`src/rtl/i2s_pkg.sv`:
```
// Shared types and helpers for the serial-audio receiver.
package i2s_pkg;
    localparam int SLOT_BITS = 32;

    typedef enum logic [1:0] {
        STD_PHILIPS = 2'b00,
        STD_LJ      = 2'b01,
        STD_RSVD2   = 2'b10,
        STD_RSVD3   = 2'b11
    } standard_t;

    typedef enum logic [1:0] {
        WSZ_32 = 2'b00,
        WSZ_24 = 2'b01,
        WSZ_16 = 2'b10,
        WSZ_8  = 2'b11
    } word_size_t;

    typedef enum logic [1:0] {
        ST_HUNT,
        ST_SHIFT,
        ST_PUSH
    } rx_state_t;

    // Captured bits per slot, never wider than the stored word.
    function automatic int word_bits(word_size_t wsz, int data_w);
        int w;
        case (wsz)
            WSZ_32:  w = 32;
            WSZ_24:  w = 24;
            WSZ_16:  w = 16;
            default: w = 8;
        endcase
        return (w > data_w) ? data_w : w;
    endfunction
endpackage

```
`src/rtl/i2s_rx_tdm_fifo_if.sv`:
```
// Frame pop port: valid/ready handshake plus head frame and fill level.
interface i2s_rx_tdm_fifo_if #(
    parameter int DATA_W   = 32,
    parameter int CHANNELS = 2,
    parameter int DEPTH    = 8
);
    logic                         rd_valid;
    logic                         rd_ready;
    logic [CHANNELS*DATA_W-1:0]   rd_data;
    logic [$clog2(DEPTH+1)-1:0]   level;

    modport master (output rd_valid, rd_data, level, input rd_ready);
    modport slave  (input rd_valid, rd_data, level, output rd_ready);
endinterface

```
`src/rtl/sync_fifo.sv`:
```
// First-word-fall-through single-clock FIFO; a push into a full FIFO is taken when a pop happens in the same cycle.
module sync_fifo #(
    parameter int WIDTH = 64,
    parameter int DEPTH = 8
) (
    input  logic                       clk,
    input  logic                       rst_n,
    input  logic                       push,
    input  logic [WIDTH-1:0]           push_data,
    input  logic                       pop,
    output logic [WIDTH-1:0]           pop_data,
    output logic                       full,
    output logic                       empty,
    output logic [$clog2(DEPTH+1)-1:0] level
);
    localparam int AW = $clog2(DEPTH);
    localparam int LW = $clog2(DEPTH+1);

    logic [WIDTH-1:0] mem [DEPTH];
    logic [AW-1:0]    wr_ptr;
    logic [AW-1:0]    rd_ptr;
    logic             do_push;
    logic             do_pop;

    assign empty    = (level == '0);
    assign full     = (level == LW'(DEPTH));
    assign do_pop   = pop && !empty;
    assign do_push  = push && (!full || do_pop);
    assign pop_data = empty ? '0 : mem[rd_ptr];

    always_ff @(posedge clk) begin
        if (do_push) mem[wr_ptr] <= push_data;
    end

    always_ff @(posedge clk) begin
        if (!rst_n) begin
            wr_ptr <= '0;
            rd_ptr <= '0;
            level  <= '0;
        end else begin
            if (do_push) wr_ptr <= wr_ptr + AW'(1);
            if (do_pop)  rd_ptr <= rd_ptr + AW'(1);
            case ({do_push, do_pop})
                2'b10:   level <= level + LW'(1);
                2'b01:   level <= level - LW'(1);
                default: level <= level;
            endcase
        end
    end
endmodule

```
`src/rtl/i2s_rx_tdm_fifo.sv`:
```
// Single-clock I2S / left-justified TDM receiver assembling one frame per FIFO entry.
// state | meaning: HUNT wait for ws fall | SHIFT capturing slots | PUSH write completed frame
module i2s_rx_tdm_fifo
    import i2s_pkg::*;
#(
    parameter int DATA_W   = 32,
    parameter int DEPTH    = 8,
    parameter int CHANNELS = 2
) (
    input  logic                   clk,
    input  logic                   rst_n,
    input  logic                   en,
    input  logic                   bit_en,
    input  logic                   ws,
    input  logic                   din,
    input  logic [1:0]             standard,
    input  logic [1:0]             word_size,
    input  logic                   ovf_clr,
    output logic                   overflow,
    output logic                   frame_err,
    i2s_rx_tdm_fifo_if.master      rd
);
    localparam int FW = CHANNELS * DATA_W;
    localparam int BW = $clog2(SLOT_BITS);
    localparam int SW = $clog2(CHANNELS);

    rx_state_t         state;
    logic              ws_prev;
    logic              armed;
    logic [BW-1:0]     bit_cnt;
    logic [SW-1:0]     slot_cnt;
    logic [DATA_W-1:0] word;
    logic [FW-1:0]     frame;
    logic [FW-1:0]     out_frame;

    logic              fall;
    logic              lj;
    logic              shifting;
    logic              last_bit;
    logic [5:0]        wbits;
    logic [DATA_W-1:0] word_nx;
    logic [DATA_W-1:0] word_al;
    logic [FW-1:0]     frame_nx;
    logic              push_req;
    logic              full;
    logic              empty;
    logic              pop;
    logic              drop;

    always_comb begin
        fall     = bit_en && ws_prev && !ws;
        lj       = (standard == STD_LJ);
        shifting = (state == ST_SHIFT) || ((state == ST_PUSH) && armed);
        last_bit = (bit_cnt == BW'(SLOT_BITS-1)) && (slot_cnt == SW'(CHANNELS-1));
        wbits    = 6'(word_bits(word_size_t'(word_size), DATA_W));
        word_nx  = ({1'b0, bit_cnt} < wbits) ? {word[DATA_W-2:0], din} : word;
        word_al  = word_nx << (6'(DATA_W) - wbits);
        frame_nx = frame;
        frame_nx[int'(slot_cnt)*DATA_W +: DATA_W] = word_al;
    end

    assign push_req = (state == ST_PUSH);
    assign pop      = rd.rd_ready && !empty;
    assign drop     = push_req && full && !pop;
    assign rd.rd_valid = !empty;

    always_ff @(posedge clk) begin
        if (!rst_n) begin
            state     <= ST_HUNT;
            ws_prev   <= 1'b1;
            armed     <= 1'b0;
            bit_cnt   <= '0;
            slot_cnt  <= '0;
            word      <= '0;
            frame     <= '0;
            out_frame <= '0;
            frame_err <= 1'b0;
            overflow  <= 1'b0;
        end else begin
            frame_err <= 1'b0;
            armed     <= 1'b0;
            if (bit_en) ws_prev <= ws;
            if (drop)         overflow <= 1'b1;
            else if (ovf_clr) overflow <= 1'b0;

            if (!en) begin
                state <= ST_HUNT;
            end else begin
                case (state)
                    ST_HUNT: if (fall) state <= ST_SHIFT;
                    ST_PUSH: state <= (armed || fall) ? ST_SHIFT : ST_HUNT;
                    default: ;
                endcase

                // A fall on the final bit completes the frame and also opens the next one.
                if (fall && !(shifting && last_bit)) begin
                    if (shifting) frame_err <= 1'b1;
                    state    <= ST_SHIFT;
                    slot_cnt <= '0;
                    bit_cnt  <= lj ? BW'(1) : '0;
                    word     <= lj ? {{(DATA_W-1){1'b0}}, din} : '0;
                end else if (bit_en && shifting) begin
                    word    <= word_nx;
                    bit_cnt <= bit_cnt + BW'(1);
                    if (bit_cnt == BW'(SLOT_BITS-1)) begin
                        frame    <= frame_nx;
                        word     <= '0;
                        slot_cnt <= slot_cnt + SW'(1);
                        if (last_bit) begin
                            out_frame <= frame_nx;
                            state     <= ST_PUSH;
                            slot_cnt  <= '0;
                            if (fall) begin
                                armed   <= 1'b1;
                                bit_cnt <= lj ? BW'(1) : '0;
                                word    <= lj ? {{(DATA_W-1){1'b0}}, din} : '0;
                            end
                        end
                    end
                end
            end
        end
    end

    sync_fifo #(
        .WIDTH (FW),
        .DEPTH (DEPTH)
    ) u_fifo (
        .clk       (clk),
        .rst_n     (rst_n),
        .push      (push_req),
        .push_data (out_frame),
        .pop       (pop),
        .pop_data  (rd.rd_data),
        .full      (full),
        .empty     (empty),
        .level     (rd.level)
    );
endmodule

```
`src/flat_wrapper.sv`:
```
// flat-port wrapper written by rule: the top's interface ports become plain ports
module i2s_rx_tdm_fifo_flat import i2s_pkg::*;
#(
    parameter int DATA_W   = 32,
    parameter int DEPTH    = 8,
    parameter int CHANNELS = 2
)
  (clk, rst_n, en, bit_en, ws, din, standard, word_size, ovf_clr, overflow, frame_err, rd_rd_valid, rd_rd_data, rd_level, rd_rd_ready);
  i2s_rx_tdm_fifo_if #(.DATA_W(DATA_W), .CHANNELS(CHANNELS), .DEPTH(DEPTH)) rd_i ();
  input  logic clk;
  input  logic rst_n;
  input  logic en;
  input  logic bit_en;
  input  logic ws;
  input  logic din;
  input  logic [1:0] standard;
  input  logic [1:0] word_size;
  input  logic ovf_clr;
  output logic overflow;
  output logic frame_err;
  output wire logic [$bits(rd_i.rd_valid)-1:0] rd_rd_valid;
  output wire logic [$bits(rd_i.rd_data)-1:0] rd_rd_data;
  output wire logic [$bits(rd_i.level)-1:0] rd_level;
  input wire logic [$bits(rd_i.rd_ready)-1:0] rd_rd_ready;
  assign rd_rd_valid = rd_i.rd_valid;
  assign rd_rd_data = rd_i.rd_data;
  assign rd_level = rd_i.level;
  assign rd_i.rd_ready = rd_rd_ready;
  i2s_rx_tdm_fifo #(.DATA_W(DATA_W), .DEPTH(DEPTH), .CHANNELS(CHANNELS)) u_core (.clk(clk), .rst_n(rst_n), .en(en), .bit_en(bit_en), .ws(ws), .din(din), .standard(standard), .word_size(word_size), .ovf_clr(ovf_clr), .overflow(overflow), .frame_err(frame_err), .rd(rd_i));
endmodule
```
`config.mk`:
```
export PLATFORM = sky130hd
export DESIGN_NAME = i2s_rx_tdm_fifo_flat
export DESIGN_NICKNAME = d
export VERILOG_FILES = /design/src/rtl/i2s_pkg.sv /design/src/rtl/i2s_rx_tdm_fifo_if.sv /design/src/rtl/sync_fifo.sv /design/src/rtl/i2s_rx_tdm_fifo.sv /design/src/flat_wrapper.sv
export SDC_FILE = /design/constraint.sdc
export NUM_CORES = 1
export LEC_CHECK = 0
export CORE_MARGIN = 1.5
export CORE_UTILIZATION = 60
export CTS_CLUSTER_DIAMETER = 100
export DETAILED_ROUTE_END_ITERATION = 8
export GPL_TIMING_DRIVEN = 0
export PLACE_DENSITY = 0.78
export SLEW_MARGIN = 10
export SYNTH_ARGS = -nofsm -noshare
export SYNTH_HDL_FRONTEND = slang
export SYNTH_SLANG_ARGS = --single-unit
```
`constraint.sdc`:
```
create_clock -name clk -period 8.3 [get_ports clk]
set_input_delay 1.66 -clock clk [delete_from_list [all_inputs] [get_ports clk]]
set_output_delay 1.66 -clock clk [all_outputs]
set_load 0.01 [all_outputs]
```
==> out/qor.yml, run 1 <==
logic_synthesis:
  yosys.area.top_type_share_pct: 58.7
  yosysSeqAreaShare_pct: 70.4
  synth.distinct_cells: 63
  synth_flop_cell: "edfxtp_1"
  yosys_warnings: 0
  synth_edf_count: 512
  async_flop_share_pct: 0
  ys_ff_latch: 665
  syn-instance-count: 1558
  synth_area_leader_cell: "edfxtp_1"
  synth_area_sq_um: 26200
  synth_nets: 1580
  syn_area_per_cell_sq_um: 16.8
  synth.area.top_cells: "edfxtp_1, dfxtp_1, mux4_2, mux2i_1, nand2_1"
clocking:
  cts_root_buffer: "clkbuf_16"
  clkSinkCount: 665
  cts_tree: "done"
  post_cts_buffers: 0
  clk_pin_slew_worst_paths_ns: 0.06
  hold_buffers: 0
  cts_buffers: 66
  worstSkewPairLatency_ns: 0.59
  clock_path_buffers: 3
  cts_resized: 0
  cts-htree-levels: 3
floorplanning:
  die_y_um: 212
  die_w_um: 212
  floorplan.die_area_sq_um: 44900
  io-pin-count: 83
  start_util_pct: 60.8
  core_area_sq_um: 43100
  row_count: 76
setup_path:
  r2r_start: "u_core.u_fifo.level[1]$_SDFFE_PN0P_"
  cp_slowest_cell: "clkbuf_1"
  worst_setup_path_end_kind: "output port"
  startpoint_type: "flop"
  path_class: "flop to output port"
  regToRegEndpoint: "u_core.u_fifo.mem[0][62]$_DFFE_PP_"
  required_ns: 6.64
  rr_worst_depth: 11
  cp.arrival_ns: 3.61
  worst-r2r-setup-slack_ns: 4.39
  slowest_delay_ns: 0.79
  crit_chain: "clkbuf_1 > buf_2 > mux4_2 > mux2i_1 > nor2_1 > clkdlybuf4s50_1"
  crit_buf_inv: 3
  crit_family: "buffers and inverters"
  critPathMaxFanout: 10
cells_and_area:
  diodes: 0
  syn2layout_area_growth_pct: 16.7
  layout_common_cells: "edfxtp_1, dfxtp_1, mux4_2, nand2_1, mux2i_1"
  layout.nets: 1764
  final_layout_size_suffix_gt1_share_pct: 19.7
  mostFrequentLayoutCell: "edfxtp_1"
  final_cells: 2379
pwr:
  powerDensity_nw_per_um2: 217
  leakage_nw: 9.84
  vdd_drop_max_mv: 0.207
sta:
  rsz0062_at_grt: "no"
  finClkSkew_ns: 0.0192
  period_minus_slack_ns: 5.27
  slew_headroom_pct: 14.5
  worstMarginPinSlew_ns: 1.28
  final.period_utilization_pct: 63.6
  hold_violations: 0
  clock.fmax_mhz: 190
  setup_slack_ns: 3.03
  setup_viol: 0
  final-max-slew-violation-count: 0
  hold_slack_ns: 0.454
grt:
  grt_usage_pct: 27.9
  grt_max_degree: 24
  overflow: 0
  grt_pass1_vias: 14700
  antenna_found_initial: 1
  grt_pass1_wl_um: 90700
placed_design:
  placedCellCount: 2259
  port_buffers: 81
  place_congestion: 1.01
  place_ws_ns: 2.66
  hpwl_um: 40000
route:
  drtAntennaViolNets: 0
  drtPass1Iterations: 5
  drt-total-wl_um: 60800
  via_per_inst: 6.29
  drcViolationCount: 0
  via_count: 15000
  drt-initial-drc-count: 1658
  wl_per_cell_um: 25.5
status:
  status: "finished, final reports clean"
worst_hold_path:
  holdPathEnd: "u_core.frame[23]$_SDFFE_PN0P_"
  hp-start: "u_core.frame[23]$_SDFFE_PN0P_"
  hold_depth: 2
  min_path_type: "flop to flop"
run:
  max_cap_viol_count: 0
-- synth_stat cells (all sizes together), types with 5 or more instances --
cell and count:
edfxtp 512, dfxtp 153, mux4 128, nand2 110, mux2i 92, nor2 90, buf 57, clkbuf 50
a21boi 48, o21ai 44, a22o 31, nand3 31, mux2 29, a21oi 22, nor2b 14, and2 12
a32o 10, ha 10, nor3 10, o22ai 10, a31oi 9, a221oi 8, and3 8, a32oi 6
inv 6, a31o 5, nand2b 5, xnor2 5
-- how the worst max path moves through the flow --
stage	start	to	slack [ns]	cells after the start
6_report	flop	rd_rd_data[7]	3.03	6
5_1_grt	flop	rd_rd_data[15]	2.85	6
4_1_cts	flop	rd_rd_data[7]	2.98	6
3_5_place_dp	rd_rd_ready	u_core.u_fifo.mem[0][56]$_DFFE_PP_	2.66	11
3_3_place_gp	rd_rd_ready	u_core.u_fifo.mem[0][56]$_DFFE_PP_	-4.03	5
2_1_floorplan	rd_rd_ready	u_core.u_fifo.mem[0][0]$_DFFE_PP_	0.95	4
-- layout make-up --
cell class	count	area [sq um]
Multi-Input combinational cell	780	7290
Inverter	6	22.5
Tap cell	585	732
Fill cell	2696	12500
Clock inverter	17	138
Timing Repair Buffer	116	1360
Buffer	107	484
Sequential cell	665	18400
Clock buffer	103	2080
-- logic make-up after synthesis --
group | synth area share (%)
xor gates and xnor gates | 0.268
buffers and inverters | 1.94
adders and majority gates | 0.478
AOI/OAI and AO/OA | 5.92
and+or+nand+nor | 5.17
muxes | 15.8
DFF | 70.4
-- power by group --
| group | internal [mW] | leakage, nW | switching, mW |
|---|---|---|---|
| combinational | 0.0383 | 2.79 | 0.0697 |
| clock | 1.79 | 1.08 | 1.21 |
| sequential | 3.53 | 5.97 | 0.00106 |
| total | 5.36 | 9.84 | 1.28 |
-- worst reg2reg max path, stage by stage, from the launching register on --
cell and delay, ns:
dfxtp_1 0.39, buf_2 0.22, nor3_1 0.10, a311oi_1 0.72, nand2b_1 0.44, nor3_2 0.49, buf_4 0.25, buf_6 0.17
buf_6 0.17, buf_4 0.23, buf_4 0.24, buf_4 0.22
-- sequential cells by signal, indices dropped and copies added, names as in the netlist, named ones only --
| register | flops |
|---|---|
| u_core.ws_prev | 1 |
| u_core.slot_cnt | 1 |
| u_core.armed | 1 |
| u_core.frame | 32 |
| u_core.word | 32 |
| u_core.u_fifo.rd_ptr | 3 |
| u_core.u_fifo.mem | 512 |
| u_core.out_frame | 64 |
| u_core.bit_cnt | 5 |
| u_core.state | 2 |
| u_core.u_fifo.wr_ptr | 3 |
| u_core.overflow | 1 |
| u_core.frame_err | 1 |
| u_core.u_fifo.level | 4 |
-- routing by layer --
| layer | vias up | track usage (%) | wire [um] |
|---|---|---|---|
| met5 | - | 0 | 26 |
| met4 | 4 | 9.93 | 1830 |
| met3 | 127 | 4.97 | 4420 |
| met2 | 692 | 43.9 | 29100 |
| met1 | 7630 | 39.9 | 25400 |
| li1 | 6504 | - | - |
-- metrics by stage --
stage	TNS [ns]	util, %	total power, mW	area [sq um]
floorplan	0	-	3.68	26200
global placement	-803.12	64.4	3.71	27700
detailed placement	0	65.8	3.71	28300
CTS	0	70.9	6.68	30500
global route	0	70.9	6.81	30500
finish	0	70.9	6.64	30500
Power figures use the tool's default switching activity.
==> inputs of run 2 (changes only) <==
--- a/config.mk
+++ b/config.mk
@@ -6,11 +6,11 @@
 export NUM_CORES = 1
 export LEC_CHECK = 0
 export CORE_MARGIN = 1.5
-export CORE_UTILIZATION = 60
+export CORE_UTILIZATION = 55
 export CTS_CLUSTER_DIAMETER = 100
 export DETAILED_ROUTE_END_ITERATION = 8
 export GPL_TIMING_DRIVEN = 0
-export PLACE_DENSITY = 0.78
+export PLACE_DENSITY = 0.75
 export SLEW_MARGIN = 10
 export SYNTH_ARGS = -nofsm -noshare
 export SYNTH_HDL_FRONTEND = slang
==> constraint.sdc (replaced) <==
create_clock -name clk -period 4.85 [get_ports clk]
set_input_delay 0.97 -clock clk [delete_from_list [all_inputs] [get_ports clk]]
set_output_delay 0.97 -clock clk [all_outputs]
set_load 0.01 [all_outputs]
==> run 2 against run 1 <==
  * Hold slack better by 0.011 ns
  * Final area down 0.68%
  * Non-clock buffer count down 13
  * Global-route usage down 3.6 points
  * Sequential power up 71%
  * Power up 69%
  * Sequential share of layout area up 0.41 points
  * Utilization down 6.0 points
  * Register-to-register slack worse by 2.9 ns
  * Critical endpoint is now rd_rd_data[37]
==> out/qor.yml, run 2 (synthesized netlist as in run 1, its figures left out) <==
status:
  status: "finished, final reports clean"
clocking:
  clk_pin_slew_worst_paths_ns: 0.07  # about the same
  worstSkewPairLatency_ns: 0.60  # about the same
  cts_buffers: 66  # unchanged
  post_cts_buffers: 0  # unchanged
  cts-htree-levels: 3  # unchanged
  cts_tree: "done"
  clock_path_buffers: 3  # unchanged
  cts_resized: 0  # unchanged
  clkSinkCount: 665  # unchanged
  cts_root_buffer: "clkbuf_16"
  hold_buffers: 0  # unchanged
setup_path:
  cp.arrival_ns: 3.64  # +0.03 ns
  path_class: "flop to output port"
  worst_setup_path_end_kind: "output port"
  r2r_start: "u_core.u_fifo.level[0]$_SDFFE_PN0P_"
  required_ns: 3.88  # -2.76 ns
  startpoint_type: "flop"
  worst-r2r-setup-slack_ns: 1.44  # -2.95 ns
  critPathMaxFanout: 10  # unchanged
  regToRegEndpoint: "u_core.u_fifo.mem[0][4]$_DFFE_PP_"
  rr_worst_depth: 7  # -4
sta:
  period_minus_slack_ns: 4.61
  rsz0062_at_grt: "no"
  setup_slack_ns: 0.243  # -2.78 ns
  slew_headroom_pct: 20.5  # +5.9 points
  clock.fmax_mhz: 217
  hold_violations: 0  # unchanged
  final-max-slew-violation-count: 0  # unchanged
  final.period_utilization_pct: 95.0
  hold_slack_ns: 0.465  # +0.0109 ns
  finClkSkew_ns: 0.0268  # +0.00760 ns
  worstMarginPinSlew_ns: 1.19  # -0.0890 ns
  setup_viol: 0  # unchanged
floorplanning:
  die_y_um: 221  # +4.4%
  start_util_pct: 56.0  # -4.8 points
  io-pin-count: 83  # unchanged
  row_count: 79  # +3.9%
  die_w_um: 221  # +4.4%
  core_area_sq_um: 46800  # +8.5%
  floorplan.die_area_sq_um: 48900  # +9.0%
run:
  max_cap_viol_count: 0  # unchanged
worst_hold_path:
  min_path_type: "flop to flop"
  hp-start: "u_core.frame[14]$_SDFFE_PN0P_"
  hold_depth: 2  # unchanged
  holdPathEnd: "u_core.frame[14]$_SDFFE_PN0P_"
placed_design:
  hpwl_um: 39000  # -2.4%
  port_buffers: 81  # unchanged
  place_ws_ns: 0.452  # -2.21 ns
  place_congestion: 0.926  # -8.3%
route:
  wl_per_cell_um: 24.6  # -3.8%
  drt-initial-drc-count: 1371  # -17%
  drt-total-wl_um: 58700  # -3.4%
  via_per_inst: 6.14  # -2.3%
  drtPass1Iterations: 5  # unchanged
  via_count: 14700  # -1.9%
  drcViolationCount: 0  # unchanged
  drtAntennaViolNets: 0  # unchanged
grt:
  grt_usage_pct: 24.4  # -3.6 points
  overflow: 0  # unchanged
  grt_max_degree: 25  # +4.2%
  grt_pass1_vias: 15000  # +1.6%
  grtUsageMet2_pct: 40.3  # -3.6 points
  use_met3_pct: 3.72  # -1.3 points
  grtUsageMet1_pct: 32.9  # -7.0 points
  grt-busiest-layer: "met2"
  grt_pass1_wl_um: 89600  # -1.3%
  antenna_found_initial: 1  # unchanged
cells_and_area:
  biggestRegsByFlops: "u_core.u_fifo.mem: 512 flops, u_core.out_frame: 64 flops"
  layout_common_cells: "edfxtp_1, dfxtp_1, mux4_2, nand2_1, mux2i_1"
  syn2layout_area_growth_pct: 15.9
  mostFrequentLayoutCell: "edfxtp_1"
  diodes: 0  # unchanged
  layout.nets: 1751  # -0.74%
  final_layout_size_suffix_gt1_share_pct: 19.1  # -0.54 points
  largest_register_ff_count: 512  # unchanged
  top_register: "u_core.u_fifo.mem"
  nFillCells: 3157  # +17%
pwr:
  leakage_nw: 9.71  # -1.3%
  vdd_drop_max_mv: 0.276  # +33%
  powerDensity_nw_per_um2: 371  # +70%
[run 2: changes by cell type in the layout (fill, tap and decap cells not counted), sizes merged]
cell / change
buf: -13
bufinv: +2
clkbuf: -13
clkinv: +6
clkinvlp: -1
inv: +7
[run 2: how the worst max path moves through the flow]
| stage | depth (start not counted) | slack (ns) | endpoint |
|---|---|---|---|
| CTS | 6 | 0.23 | rd_rd_data[37] |
| global route | 6 | 0.16 | rd_rd_data[37] |
| global placement | 5 | -3.58 | u_core.u_fifo.mem[7][6]$_DFFE_PP_ |
| finish | 6 | 0.24 | rd_rd_data[37] |
| detailed placement | 8 | 0.45 | u_core.u_fifo.mem[0][1]$_DFFE_PP_ |
| floorplan | 4 | -0.1 | u_core.u_fifo.mem[2][0]$_DFFE_PP_ |
[run 2: final cells by class]
cell class | count | area, sq um | area share (%)
sequential | 665 | 18400 | 60.8
multi-input combinational | 780 | 7300 | 24.1
clock buffer | 90 | 1850 | 6.09
timing repair buffer | 103 | 1200 | 3.96
tap | 607 | 759 | 2.50
buffer | 107 | 484 | 1.60
clock inverter | 31 | 285 | 0.940
inverter | 6 | 22.5 | 0.0742
[run 2: critical path, stage by stage, from the launching register on]
cell             delay, ns
dfxtp_1               0.32
clkbuf_1              0.75
clkbuf_1              0.71
mux4_2                0.40
mux2i_1               0.27
nor2_1                0.07
clkdlybuf4s50_1       0.50
[run 2: per-layer routing]
metal	share of wire [%]	vias up
met5	0.022	-
met1	41	7472
met4	3.5	2
li1	-	6469
met2	49	598
met3	6.3	133
[run 2: power breakdown]
| part | switching (mW) | internal [mW] | leakage, nW |
|---|---|---|---|
| sequential | 0.00186 | 6.05 | 5.97 |
| clock | 2.10 | 2.90 | 1.06 |
| combinational | 0.118 | 0.0655 | 2.69 |
[run 2: through the flow]
step                instance area [sq um]  setup TNS, ns  instances  total power, mW  util (%)
floorplan                           26200         -33.32       1558             6.29         -
global placement                    27800       -1729.31       2246             6.35      59.4
detailed placement                  28200              0       2268             6.35      60.3
CTS                                 30300              0       2389             11.3      64.9
global route                        30300              0       2389             11.5      64.9
finish                              30300              0       2389             11.2      64.9
